[config.mk]
export PLATFORM = sky130hd
export DESIGN_NAME = gmii_tx_framer
export DESIGN_NICKNAME = d
export VERILOG_FILES = /design/src/rtl/gbemac_pkg.sv /design/src/rtl/crc32_d8.sv /design/src/rtl/gmii_tx_framer.sv
export SDC_FILE = /design/constraint.sdc
export NUM_CORES = 1
export LEC_CHECK = 0
export ABC_AREA = 1
export BUFFER_PORTS_ARGS = -buffer_cell sky130_fd_sc_hd__buf_2
export CORE_ASPECT_RATIO = 0.7
export CORE_MARGIN = 1
export CORE_UTILIZATION = 40
export CTS_CLUSTER_DIAMETER = 100
export DETAILED_ROUTE_END_ITERATION = 7
export HOLD_SLACK_MARGIN = 0.1
export PLACE_DENSITY = 0.6
export SYNTH_ARGS = -nofsm -noshare
export SYNTH_HDL_FRONTEND = slang
export SYNTH_SLANG_ARGS = --single-unit
[constraint.sdc]
create_clock -name gmii_tx_clk -period 6.97 [get_ports gmii_tx_clk]
set_clock_uncertainty 0.15 [all_clocks]
set_input_delay 0.3485 -clock gmii_tx_clk [delete_from_list [all_inputs] [get_ports gmii_tx_clk]]
set_output_delay 0.3485 -clock gmii_tx_clk [all_outputs]
set_load 0.05 [all_outputs]
[src/rtl/gbemac_pkg.sv]
// Shared types and constants for the gigabit MAC transmit/receive paths.
package gbemac_pkg;

  typedef enum logic [3:0] {
    ST_IDLE,
    ST_PRE,
    ST_SFD,
    ST_DATA,
    ST_PAD,
    ST_FCS,
    ST_ABORT,
    ST_DROP,
    ST_IFG
  } tx_state_e;

  localparam logic [7:0]  PREAMBLE_BYTE = 8'h55;
  localparam logic [7:0]  SFD_BYTE      = 8'hD5;
  localparam logic [31:0] CRC_POLY      = 32'hEDB88320;
  localparam logic [31:0] CRC_INIT      = 32'hFFFFFFFF;
  localparam logic [31:0] CRC_RESIDUE   = 32'hDEBB20E3;

  function automatic logic [15:0] sat_inc16(input logic [15:0] v);
    return (v == 16'hFFFF) ? v : v + 16'd1;
  endfunction

endpackage

[src/rtl/crc32_d8.sv]
// Combinational one-byte step of the reflected Ethernet CRC-32, LSB of the byte first.
module crc32_d8
  import gbemac_pkg::*;
(
  input  logic [31:0] crc_in,
  input  logic [7:0]  data,
  output logic [31:0] crc_out
);

  logic [31:0] c;

  always_comb begin
    c = crc_in;
    for (int i = 0; i < 8; i++) begin
      if (c[0] ^ data[i]) c = (c >> 1) ^ CRC_POLY;
      else                c = c >> 1;
    end
    crc_out = c;
  end

endmodule

[src/rtl/gmii_tx_framer.sv]
// GMII transmit framer: wraps an upstream byte stream with preamble, SFD, zero pad
// and FCS, marks underrun/abort with tx_er, and holds off the next frame for the IFG.
module gmii_tx_framer
  import gbemac_pkg::*;
#(
  parameter int PREAMBLE_LEN = 7,
  parameter int MIN_DATA_LEN = 60,
  parameter int IFG_LEN      = 12
) (
  input  logic       gmii_tx_clk,
  input  logic       reset_n,
  input  logic [7:0] s_tdata,
  input  logic       s_tvalid,
  output logic       s_tready,
  input  logic       s_tlast,
  input  logic       s_tuser,
  output logic [7:0] gmii_txd,
  output logic       gmii_tx_en,
  output logic       gmii_tx_er,
  output logic       tx_done,
  output logic       tx_abort
);

  localparam logic [15:0] PRE_LAST = 16'(PREAMBLE_LEN - 1);
  localparam logic [15:0] MIN_LEN  = 16'(MIN_DATA_LEN);
  localparam logic [15:0] IFG_LAST = 16'(IFG_LEN - 1);

  tx_state_e   state_q;
  logic [15:0] cnt_q;
  logic [15:0] byte_cnt_q;
  logic [15:0] byte_cnt_inc;
  logic [31:0] crc_q;
  logic [31:0] crc_nxt;
  logic [31:0] fcs;
  logic [7:0]  crc_data;
  logic [7:0]  fcs_byte;
  logic [7:0]  txd_q;
  logic        tx_en_q;
  logic        tx_er_q;
  logic        tx_done_q;
  logic        tx_abort_q;
  logic        s_tready_q;
  logic        tlast_seen_q;
  logic        need_pad;

  assign byte_cnt_inc = sat_inc16(byte_cnt_q);
  assign need_pad     = (MIN_DATA_LEN > 0) && (byte_cnt_inc < MIN_LEN);
  assign crc_data     = (state_q == ST_PAD) ? 8'h00 : s_tdata;
  assign fcs          = ~crc_q;

  always_comb begin
    case (cnt_q[1:0])
      2'd0:    fcs_byte = fcs[7:0];
      2'd1:    fcs_byte = fcs[15:8];
      2'd2:    fcs_byte = fcs[23:16];
      default: fcs_byte = fcs[31:24];
    endcase
  end

  crc32_d8 u_crc (
    .crc_in  (crc_q),
    .data    (crc_data),
    .crc_out (crc_nxt)
  );

  // Each state decides what goes on the wire in the following cycle.
  always_ff @(posedge gmii_tx_clk or negedge reset_n) begin
    if (!reset_n) begin
      state_q      <= ST_IDLE;
      cnt_q        <= 16'd0;
      byte_cnt_q   <= 16'd0;
      crc_q        <= CRC_INIT;
      txd_q        <= 8'h00;
      tx_en_q      <= 1'b0;
      tx_er_q      <= 1'b0;
      tx_done_q    <= 1'b0;
      tx_abort_q   <= 1'b0;
      s_tready_q   <= 1'b0;
      tlast_seen_q <= 1'b0;
    end else begin
      tx_done_q  <= 1'b0;
      tx_abort_q <= 1'b0;
      case (state_q)
        ST_IDLE: begin
          txd_q      <= 8'h00;
          tx_en_q    <= 1'b0;
          tx_er_q    <= 1'b0;
          s_tready_q <= 1'b0;
          if (s_tvalid) begin
            crc_q      <= CRC_INIT;
            byte_cnt_q <= 16'd0;
            tx_en_q    <= 1'b1;
            if (PREAMBLE_LEN > 1) begin
              txd_q   <= PREAMBLE_BYTE;
              cnt_q   <= 16'd1;
              state_q <= ST_PRE;
            end else if (PREAMBLE_LEN == 1) begin
              txd_q   <= PREAMBLE_BYTE;
              state_q <= ST_SFD;
            end else begin
              txd_q      <= SFD_BYTE;
              s_tready_q <= 1'b1;
              state_q    <= ST_DATA;
            end
          end
        end

        ST_PRE: begin
          txd_q   <= PREAMBLE_BYTE;
          tx_en_q <= 1'b1;
          cnt_q   <= cnt_q + 16'd1;
          if (cnt_q >= PRE_LAST) state_q <= ST_SFD;
        end

        // Ready goes high here so the first data byte lands right after the SFD.
        ST_SFD: begin
          txd_q      <= SFD_BYTE;
          tx_en_q    <= 1'b1;
          s_tready_q <= 1'b1;
          state_q    <= ST_DATA;
        end

        ST_DATA: begin
          if (!s_tvalid || s_tuser) begin
            txd_q        <= 8'h00;
            tx_en_q      <= 1'b1;
            tx_er_q      <= 1'b1;
            tx_abort_q   <= 1'b1;
            s_tready_q   <= 1'b0;
            tlast_seen_q <= s_tvalid & s_tuser & s_tlast;
            state_q      <= ST_ABORT;
          end else begin
            txd_q      <= s_tdata;
            tx_en_q    <= 1'b1;
            crc_q      <= crc_nxt;
            byte_cnt_q <= byte_cnt_inc;
            if (s_tlast) begin
              s_tready_q <= 1'b0;
              cnt_q      <= 16'd0;
              state_q    <= need_pad ? ST_PAD : ST_FCS;
            end
          end
        end

        ST_PAD: begin
          txd_q      <= 8'h00;
          tx_en_q    <= 1'b1;
          crc_q      <= crc_nxt;
          byte_cnt_q <= byte_cnt_inc;
          if (byte_cnt_inc >= MIN_LEN) begin
            cnt_q   <= 16'd0;
            state_q <= ST_FCS;
          end
        end

        ST_FCS: begin
          txd_q   <= fcs_byte;
          tx_en_q <= 1'b1;
          cnt_q   <= cnt_q + 16'd1;
          if (cnt_q[1:0] == 2'd3) begin
            tx_done_q <= 1'b1;
            cnt_q     <= 16'd0;
            state_q   <= (IFG_LEN == 0) ? ST_IDLE : ST_IFG;
          end
        end

        // The marker cycle itself counts as the first gap cycle when tlast came with it.
        ST_ABORT: begin
          txd_q   <= 8'h00;
          tx_en_q <= 1'b0;
          tx_er_q <= 1'b0;
          if (tlast_seen_q) begin
            s_tready_q <= 1'b0;
            cnt_q      <= 16'd1;
            state_q    <= (IFG_LEN <= 1) ? ST_IDLE : ST_IFG;
          end else begin
            s_tready_q <= 1'b1;
            state_q    <= ST_DROP;
          end
        end

        ST_DROP: begin
          txd_q   <= 8'h00;
          tx_en_q <= 1'b0;
          tx_er_q <= 1'b0;
          if (s_tvalid && s_tlast) begin
            s_tready_q <= 1'b0;
            cnt_q      <= 16'd0;
            state_q    <= (IFG_LEN == 0) ? ST_IDLE : ST_IFG;
          end
        end

        ST_IFG: begin
          txd_q      <= 8'h00;
          tx_en_q    <= 1'b0;
          tx_er_q    <= 1'b0;
          s_tready_q <= 1'b0;
          cnt_q      <= cnt_q + 16'd1;
          if (cnt_q >= IFG_LAST) begin
            cnt_q   <= 16'd0;
            state_q <= ST_IDLE;
          end
        end

        default: begin
          txd_q      <= 8'h00;
          tx_en_q    <= 1'b0;
          tx_er_q    <= 1'b0;
          s_tready_q <= 1'b0;
          state_q    <= ST_IDLE;
        end
      endcase
    end
  end

  assign gmii_txd   = txd_q;
  assign gmii_tx_en = tx_en_q;
  assign gmii_tx_er = tx_er_q;
  assign tx_done    = tx_done_q;
  assign tx_abort   = tx_abort_q;
  assign s_tready   = s_tready_q;

endmodule

==> impl_results.md, run 1 <==
* Status: finished, final reports clean
* Net Count, Synth at 828
* Slew headroom at 36.3%
* Simple-Gate Fraction of Synth Area at 32.1%
* Post-route minimum period at 3.50 ns
* Final worst slack at 3.47 ns
* Seq/Total Area, Yosys at 36.7%
* Dpl ws at 3.45 ns
* Largest net degree at the start of global routing at 44
* Critical path required time at 7.10 ns
* Xor-xnor portion of the synthesized cell area at 8.76%
* Setup violators final at 0
* Commonest non-fill, non-tap cells in the layout: nand2_1, inv_1, nor2_1
* Endpoint, Worst Hold: gmii_txd[2]
* Root Driver: clkbuf_16
* CP Launch Type: flop
* Top Ports at 26
* Cell area power density at 461 nW/um^2
* Post-layout util at 45.7%
* Clock latency on the worst-skew pair at 0.35 ns
* Top cell type's share of synthesized area at 21.9%
* Worst r2r path cells at 12
* 1st-iter DRT viols at 466
* Yosys warnings at 0
* Via density at 5.11
* Initial antenna violation count at 0
* Area of the die at 14,700 sq um
* Main combinational cell family by area after synthesis: simple AND/OR/NAND/NOR gates
* PortBufs at 25
* Synth unique cells at 45
* Setup TNS at 0 ns
* Layout cells sized above 1 at 14.5%
* Clock sinks at 82
* Slew @ Worst Pin at 0.953 ns
* Vias in the first global route at 4,630
* GPL Wtd Cong at 0.901
* Period utilisation layout at 50.2%
* Layout Nets at 853
* Fillers at 1,429
* Antenna-violating nets left at 0
* Hold crit path type: in -> reg
* Flip-flop and latch count after synthesis at 82
* Via count at 5,259
* Chip height at 102 um
* Highest clock rate at 286 MHz
* Worst-path clk slew at 0.06 ns
* RR Endpoint: crc_q[3]
* Mux contribution to synthesized area at 0%
* Clock buffer depth at 2
* Overall routing resource usage at 22.9%
* Cell count after synthesis at 809
* Core ar. at 13,900 sq um
* Worst Hold Path Cells at 3
* Min-delay src: s_tdata[2]
* Post-route cell area at 6360 sq um
* Synth Area in Compound Gates at 12.2%
* Unrepaired setup endpoints after global routing: false
* CTS H-Tree Depth at 3
* DP Area at 6010 sq um
* WL final at 15.6 mm
* Asr flop ratio synth at 100%
* Ranking of synthesized cells by area: dfrtp_1, nand2_1, dfstp_2
* Number of cell rows at 36
* Drt wl/cell at 15.2 um
* CTS resizes at 0
* Hold Vio Cnt, Final at 0
* Global-route wire length before repair at 25.2 mm
* Die Width at 145 um
* Reg-to-Reg Start: state_q[0]
* Total CTS buffers at 9
* Worst EP arrival at 3.63 ns
* WHS at 0.125 ns
* Crit. End Element: flop
* TritonCTS clock tree: yes
* Area of the mapped netlist at 5700 sq um
* Cells after DPL at 1,012
* # DRC at 0
* Fin cells at 1,029
* Worst setup path class: reg -> reg
* VDD IR max at 145 uV
* Initial Util at 41.0%
* DP HPWL at 11.5 mm
* DR pass1 iterations at 5
* Most common cell after layout, fill and taps aside: nand2_1
* Number of inserted diodes at 0
* Number of enable flip-flop cells after synthesis at 0
* Leak pwr at 3.15 nW
* R2R setup slack at 3.47 ns
* Predominant post-synthesis flop cell: dfrtp_1
* Yosys top cell by area: dfrtp_1
* Max-slew violations at 0
* P&R area growth vs syn at 11.6%
* Synth Area in Adders at 1.32%
* Grt ovf at 0
* Max cap viols at 0
* Critical path peak fanout at 36
* Overall power at 2.93 mW
* Avg Inst Size Synth at 7.05 sq um
## cells in the mapped netlist, types with 4 or more instances
cell	number
clkbuf_1	6
nor2_2	4
a21oi_1	16
buf_2	6
o22ai_1	11
a221oi_1	4
nor3_1	10
inv_2	8
o2111ai_1	4
a22oi_1	5
ha_1	6
nand2_1	246
dfstp_2	32
o21ai_0	48
nand2_2	15
o21ai_1	12
nand4_1	7
nand2_4	4
xor2_1	35
dfrtp_1	50
nor2_1	68
nand3_1	60
inv_1	108
xnor2_1	4
xor2_2	7
## metal layers
metal / GRT usage, % / vias up / share of wire, %
met5: 0 / - / 0
li1: - / 2624 / -
met4: 5.99 / 0 / 1.4
met1: 35.4 / 2425 / 52
met3: 5.81 / 18 / 8.3
met2: 30.9 / 192 / 39
## critical path, stage by stage (launching register included)
cell and delay, ns:
dfrtp_1 0.46, inv_1 0.10, nand2_1 0.13, nor2_1 0.24, nand2_1 0.20, a21oi_2 0.17
buf_4 0.35, inv_2 0.27, nor2_4 0.74, inv_2 0.22, a21oi_1 0.16, o21ai_0 0.10
o21a_1 0.12
## cells by family after synthesis
family / count (synthesis)
and+or+nand+nor: 426
buffers and inverters: 130
AOI/OAI and AO/OA: 117
DFF: 82
xor gates and xnor gates: 48
adders and majority gates: 6
## timing repair
item,in CTS,in global routing
setup buffers,0,0
setup endpoints to repair,0,0
hold buffers,1,0
endpoints found under the hold margin,26,0
## cell type report
cell class / count / area [sq um] / share of cell area [%]
multi-input combinational: 597 / 3100 / 48.8
sequential: 82 / 2090 / 32.9
inverter: 116 / 435 / 6.84
tap: 190 / 238 / 3.74
clock buffer: 9 / 225 / 3.54
timing repair buffer: 28 / 153 / 2.40
clock inverter: 7 / 118 / 1.85
## state kept, by name, summed over array words and instances (netlist names), 4 cells and up
| register | count |
|---|---|
| state_q | 4 |
| byte_cnt_q | 16 |
| cnt_q | 16 |
| gmii_txd | 8 |
| crc_q | 32 |
## how the worst max path moves through the flow
stage                              from  endpoint  slack, ns  cells after the start
after detailed placement     state_q[0]  crc_q[3]       3.45                     12
final                        state_q[0]  crc_q[3]       3.47                     12
after CTS                    state_q[0]  crc_q[3]       3.45                     12
after global routing         state_q[0]  crc_q[3]       3.16                     12
after global placement       state_q[3]  crc_q[3]       3.61                     12
after floorplan           byte_cnt_q[0]  cnt_q[0]       4.78                     14
## report_power, final
group          switching [mW]  leakage (nW)  internal, mW
Clock                   0.197         0.169         0.350
Sequential              0.109          1.01         0.661
Combinational            1.15          1.97         0.463
Power figures use the tool's default switching activity.
==> inputs of run 2 (changes only) <==
Clock period 6.97 ns to 3.3 ns, I/O delays scaled along.
==> run 2 against run 1 <==
  * Die area did not move
  * Critical path depth rose by 1
  * Global-route usage rose by 0.84 points
  * Combinational power rose by 110%
  * Clock power rose by 100%
  * Sequential share of layout area fell by 0.87 points
  * First-iteration DRC count rose by 19%
  * Worst setup slack got worse by 3.0 ns
  * Count of clock-buffer cells in the layout rose by 2
  * Critical path type unchanged
  * Critical endpoint is now cnt_q[0]
  * Highest routed layer unchanged
==> impl_results.md, run 2 (synthesis gave the netlist of run 1 again) <==
* Status: finished, final reports clean
* Critical Path Start: byte_cnt_q[0]
* Cells after DPL at 1,022 (+0.99%)
* Global-route wire length before repair at 26.4 mm (+4.6%)
* Critical-path cell with the highest stage delay: dfrtp_1
* Hold-fix buffers at CTS at 13 (+12)
* Critical path required time at 3.37 ns (-3.73 ns)
* DR pass1 iterations at 5 (unchanged)
* Number of inserted diodes at 0 (unchanged)
* Highest clock rate at 355 MHz (+24%)
* PortBufs at 25 (unchanged)
* Cell mode on critical path: nand2_1
* Crit. End Element: flop
* Leak pwr at 3.24 nW (+2.8%)
* Setup violators final at 0 (unchanged)
* Post-CTS Setup Repair Bufs at 0 (unchanged)
* WL final at 16.2 mm (+3.8%)
* Chip height at 102 um (unchanged)
* 1st-iter DRT viols at 555 (+19%)
* Antenna-violating nets left at 0 (unchanged)
* P&R area growth vs syn at 14.7%
* Area of the die at 14,700 sq um (unchanged)
* Cell depth of the worst setup path at 13 (+1)
* Max-slew violations at 0 (unchanged)
* Top Ports at 26 (unchanged)
* Clock sinks at 82 (unchanged)
* CTS H-Tree Depth at 3 (unchanged)
* Core ar. at 13,900 sq um (unchanged)
* GPL Wtd Cong at 0.878 (-2.6%)
* Worst-path clk slew at 0.07 ns (about the same)
* DP HPWL at 11.8 mm (+2.7%)
* Vias in the first global route at 4,816 (+4.0%)
* CTS resizes at 0 (unchanged)
* Worst setup path class: reg -> reg
* Top delay family on crit path: simple AND/OR/NAND/NOR gates
* Critical path peak fanout at 13 (-64%)
* Post-route minimum period at 2.81 ns (-0.684 ns)
* DP Area at 6080 sq um (+1.2%)
* Number of cell rows at 36 (unchanged)
* Worst EP arrival at 2.89 ns (-0.74 ns)
* R2R setup slack at 0.49 ns (-2.99 ns)
* Commonest non-fill, non-tap cells in the layout: nand2_1, inv_1, nor2_1
* CP Launch Type: flop
* Total CTS buffers at 9 (unchanged)
* Root Driver: clkbuf_16
* Reg-to-Reg Start: byte_cnt_q[0]
* Most common cell after layout, fill and taps aside: nand2_1
* Max FFs per register at 32 (unchanged)
* Max cap viols at 0 (unchanged)
* # DRC at 0 (unchanged)
* VDD IR max at 344 uV (+140%)
* Biggest regs: crc_q: 32 flops, byte_cnt_q: 16 flops, cnt_q: 16 flops
* Cell area power density at 946 nW/um^2 (+110%)
* Layout Nets at 875 (+2.6%)
* Slew headroom at 64.1% (+28 points)
* Hold crit path type: in -> async
* Initial antenna violation count at 0 (unchanged)
* Post-route cell area at 6540 sq um (+2.7%)
* Slew @ Worst Pin at 0.538 ns (-0.414 ns)
* Largest net degree at the start of global routing at 40 (-9.1%)
* Largest register by flop count: crc_q
* RR Endpoint: cnt_q[0]
* Setup TNS at 0 ns (unchanged)
* Critical Path Max Stage Delay at 0.43 ns (-0.31 ns)
* Via count at 5,323 (+1.2%)
* Worst r2r path cells at 13 (+1)
* Fin cells at 1,051 (+2.1%)
* Initial Util at 41.0% (unchanged)
* Clock latency on the worst-skew pair at 0.34 ns (about the same)
* Clock buffer depth at 2 (unchanged)
* Post-layout util at 47.0% (+1.2 points)
* Period utilisation layout at 85.3% (+35 points)
* Via density at 5.06 (-0.90%)
* Worst Path Buf+Inv at 2 (-2)
* Drt wl/cell at 15.4 um (+1.6%)
* CP Cell Sequence: ha_1, nand3_2, nor2_1, nand2_1, inv_1, a21oi_1, nand2_1, nor2_1, nand3_1, nand2_2, inv_2, nand2_1, o21ai_1
* Unrepaired setup endpoints after global routing: false
* WHS at 0.199 ns (+0.0739 ns)
* Hold Vio Cnt, Final at 0 (unchanged)
* Overall routing resource usage at 23.7% (+0.84 points)
* Die Width at 145 um (unchanged)
* Layout cells sized above 1 at 15.2% (+0.67 points)
* Grt ovf at 0 (unchanged)
* TritonCTS clock tree: yes
==> run 2: cell count changes in the layout (fill, tap and decap cells not counted), sizes merged <==
cell	change
dlygate4sd3	+12
bufinv	-1
clkbuf	+2
clkinv	-1
buf	+10
==> run 2: worst max-delay path by stage <==
stage | to | slack [ns]
final | cnt_q[0] | 0.49
after global routing | cnt_q[0] | 0.20
after CTS | cnt_q[0] | 0.53
after detailed placement | cnt_q[0] | 0.61
after global placement | cnt_q[0] | 0.74
after floorplan | cnt_q[0] | 1.11
==> run 2: layout make-up <==
type	count	area [sq um]
Inverter	116	435
Multi-Input combinational cell	597	3100
Fill cell	1358	7380
Tap cell	190	238
Timing Repair Buffer	50	348
Clock buffer	11	243
Clock inverter	5	78.8
Sequential cell	82	2090
==> run 2: metrics by stage <==
stage	worst slack, ns	power [mW]
floorplan	1.11	4.10
finish	0.486	6.18
global route	0.204	6.69
CTS	0.535	6.15
detailed placement	0.610	5.00
global placement	0.736	5.03
==> run 2: metal layers <==
layer | GRT usage [%] | part of all wire, % | vias up
li1 | - | - | 2682
met1 | 37.7 | 53 | 2417
met2 | 31.6 | 38 | 212
met3 | 5.76 | 8.2 | 12
met4 | 4.86 | 0.85 | 0
met5 | 0 | 0 | -
==> run 2: report_power, final <==
part | leakage [nW] | internal (mW) | total [mW] | switching, mW
logic | 2.07 | 1.04 | 3.46 | 2.42
registers | 1.01 | 1.40 | 1.62 | 0.228
clock network | 0.159 | 0.683 | 1.10 | 0.414
total | 3.24 | 3.12 | 6.18 | 3.06
==> inputs of run 3 (changes only) <==
Settings changed: PLACE_DENSITY 0.6 to default, PLACE_DENSITY_LB_ADDON from default to 0.25.
Clock period 3.3 ns to 2.9 ns, I/O delays scaled along.
==> run 3 against run 2 <==
  * Final area about the same
  * Clock power hardly changed
  * Non-clock buffer count rose by 3
  * Routed wire length decreased by 0.54%
  * Power increased by 12%
  * Worst setup slack worse by 0.22 ns
  * Via count increased by 0.79%
  * Worst hold slack lost 0.054 ns
  * Largest cell class unchanged
==> impl_results.md, run 3 (synthesis gave the netlist of run 1 again) <==
* Slew @ Worst Pin at 0.905 ns (+0.367 ns)
* Worst setup path class: reg -> reg
* Cell depth of the worst setup path at 14 (+1)
* Max-slew violations at 0 (unchanged)
* Via density at 5.09 (+0.50%)
* Cells after DPL at 1,023 (+0.098%)
* Number of inserted diodes at 0 (unchanged)
* Fin cells at 1,054 (+0.29%)
* VDD IR max at 397 uV (+15%)
* CP Launch Type: flop
* Layout Nets at 878 (+0.34%)
* Critical path peak fanout at 9 (-4)
* Die Width at 145 um (unchanged)
* Grt ovf at 0 (unchanged)
* DR pass1 iterations at 5 (unchanged)
* Min-delay src: s_tvalid
* Setup TNS at 0 ns (unchanged)
* PortBufs at 25 (unchanged)
* Met3 usage at 6.61% (+0.84 points)
* 1st-iter DRT viols at 436 (-21%)
* Cell area power density at 1060 nW/um^2 (+12%)
* Reg-to-Reg Start: byte_cnt_q[0]
* Max cap viols at 0 (unchanged)
* Final worst slack at 0.266 ns (-0.220 ns)
* Biggest regs: crc_q: 32 flops, byte_cnt_q: 16 flops, cnt_q: 16 flops
* Commonest non-fill, non-tap cells in the layout: nand2_1, inv_1, nor2_1
* Met2 Use GR at 30.4% (-1.2 points)
* Setup violators final at 0 (unchanged)
* CP Cell Sequence: ha_1, nand3_2, nor2_4, nand2_1, nand2_1, nand3_1, nor2_1, nand2_1, nor2_1, nand3_1, nand2_2, inv_2, nand2_1, o21ai_1
* DP HPWL at 11.6 mm (-2.1%)
* GPL Wtd Cong at 0.928 (+5.8%)
* Global-route wire length before repair at 25.8 mm (-2.3%)
* Initial antenna violation count at 0 (unchanged)
* Met1 Track Usage GR at 36.5% (-1.3 points)
* Worst r2r path cells at 14 (+1)
* # DRC at 0 (unchanged)
* Overall routing resource usage at 23.1% (-0.60 points)
* Initial Util at 41.0% (unchanged)
* Unrepaired setup endpoints after global routing: false
* Hold Vio Cnt, Final at 0 (unchanged)
* Post-route cell area at 6540 sq um (about the same)
* Slew headroom at 39.6% (-24 points)
* Critical Path Start: byte_cnt_q[0]
* Status: finished, final reports clean
* Dpl ws at 0.199 ns (-0.411 ns)
* DP Area at 6090 sq um (+0.12%)
* Largest register by flop count: crc_q
* Total CTS buffers at 9 (unchanged)
* Leak pwr at 3.26 nW (+0.50%)
* Critical-path cell with the highest stage delay: dfrtp_1
* GRT Max-Usage Layer: met1
* Highest clock rate at 380 MHz (+6.8%)
* Number of cell rows at 36 (unchanged)
* Top delay family on crit path: simple AND/OR/NAND/NOR gates
* Chip height at 102 um (unchanged)
* Worst EP arrival at 2.71 ns (-0.18 ns)
* Critical Path Max Stage Delay at 0.43 ns (about the same)
* P&R area growth vs syn at 14.8% (about the same)
* Overall power at 6.94 mW (+12%)
* Core ar. at 13,900 sq um (unchanged)
* Most common cell after layout, fill and taps aside: nand2_1
* Worst-path clk slew at 0.07 ns (about the same)
* Max FFs per register at 32 (unchanged)
* Fillers at 1,385 (+2.0%)
* Vias in the first global route at 4,834 (+0.37%)
* CP endpoint: cnt_q[0]
* Critical path required time at 2.97 ns (-0.40 ns)
* TritonCTS clock tree: yes
* Period utilisation layout at 90.8% (+5.6 points)
* Top Ports at 26 (unchanged)
* Crit. End Element: flop
* R2R setup slack at 0.27 ns (-0.22 ns)
* Drt wl/cell at 15.3 um (-0.83%)
* Hold crit path type: in -> reg
* Clock buffer depth at 2 (unchanged)
* Worst Path Buf+Inv at 1 (-1)
* CTS H-Tree Depth at 3 (unchanged)
* Post-route minimum period at 2.63 ns (-0.180 ns)
* WL final at 16.1 mm (-0.54%)
* Clock latency on the worst-skew pair at 0.34 ns (about the same)
* Via count at 5,365 (+0.79%)
* Clock sinks at 82 (unchanged)
* RR Endpoint: cnt_q[0]
* Root Driver: clkbuf_16
* Largest net degree at the start of global routing at 72 (+80%)
* Cell mode on critical path: nand2_1
* Layout cells sized above 1 at 15.7% (+0.53 points)
* Antenna-violating nets left at 0 (unchanged)
* Area of the die at 14,700 sq um (unchanged)
## run 3: per-stage QoR
step / hold slack, ns / utilization [%]
floorplan: -0.301 / -
global placement: 0.191 / 43.8
detailed placement: 0.189 / 43.8
CTS: 0.129 / 46.7
global route: 0.174 / 47.0
finish: 0.145 / 47.0
## run 3: area by class of cell
class                      count  area (sq um)  share of cell area (%)
sequential                    82          2090                    32.0
tap                          190           238                    3.63
clock inverter                 4          26.3                   0.402
multi-input combinational    597          3110                    47.6
clock buffer                  12           256                    3.92
inverter                     116           435                    6.66
timing repair buffer          53           380                    5.81
## run 3: report_power, final
part / leakage [nW] / internal, mW / switching (mW) / total (mW)
registers: 1.01 / 1.59 / 0.257 / 1.85
logic: 2.11 / 1.21 / 2.78 / 3.99
clock network: 0.139 / 0.626 / 0.476 / 1.10
total: 3.26 / 3.42 / 3.52 / 6.94
## run 3: metal layers
metal | vias to the layer above | wire length (um)
met5 | - | 0
met1 | 2470 | 8470
met3 | 8 | 1410
met4 | 0 | 89
met2 | 204 | 6150
li1 | 2683 | -
## run 3: worst min-delay path by stage
| stage | to | cells past startpoint |
|---|---|---|
| final | gmii_tx_en | 4 |
| after global routing | gmii_tx_en | 4 |
| after CTS | gmii_tx_en | 4 |
| after detailed placement | cnt_q[7] | 1 |
| after global placement | cnt_q[7] | 1 |
| after floorplan | byte_cnt_q[0] | 0 |
## run 3: tightest hold or removal path: stages
cell and delay, ns:
buf_2 0.10, nand2_1 0.10, buf_4 0.17, nand2_1 0.08
## run 3: repair_timing
action | 4_1_cts | 5_1_grt
hold endpoints to repair | 61 | 0
endpoints found under the setup margin | 0 | 17
resized for setup | 0 | 3
hold buffers | 12 | 0
buffers inserted | 0 | 3
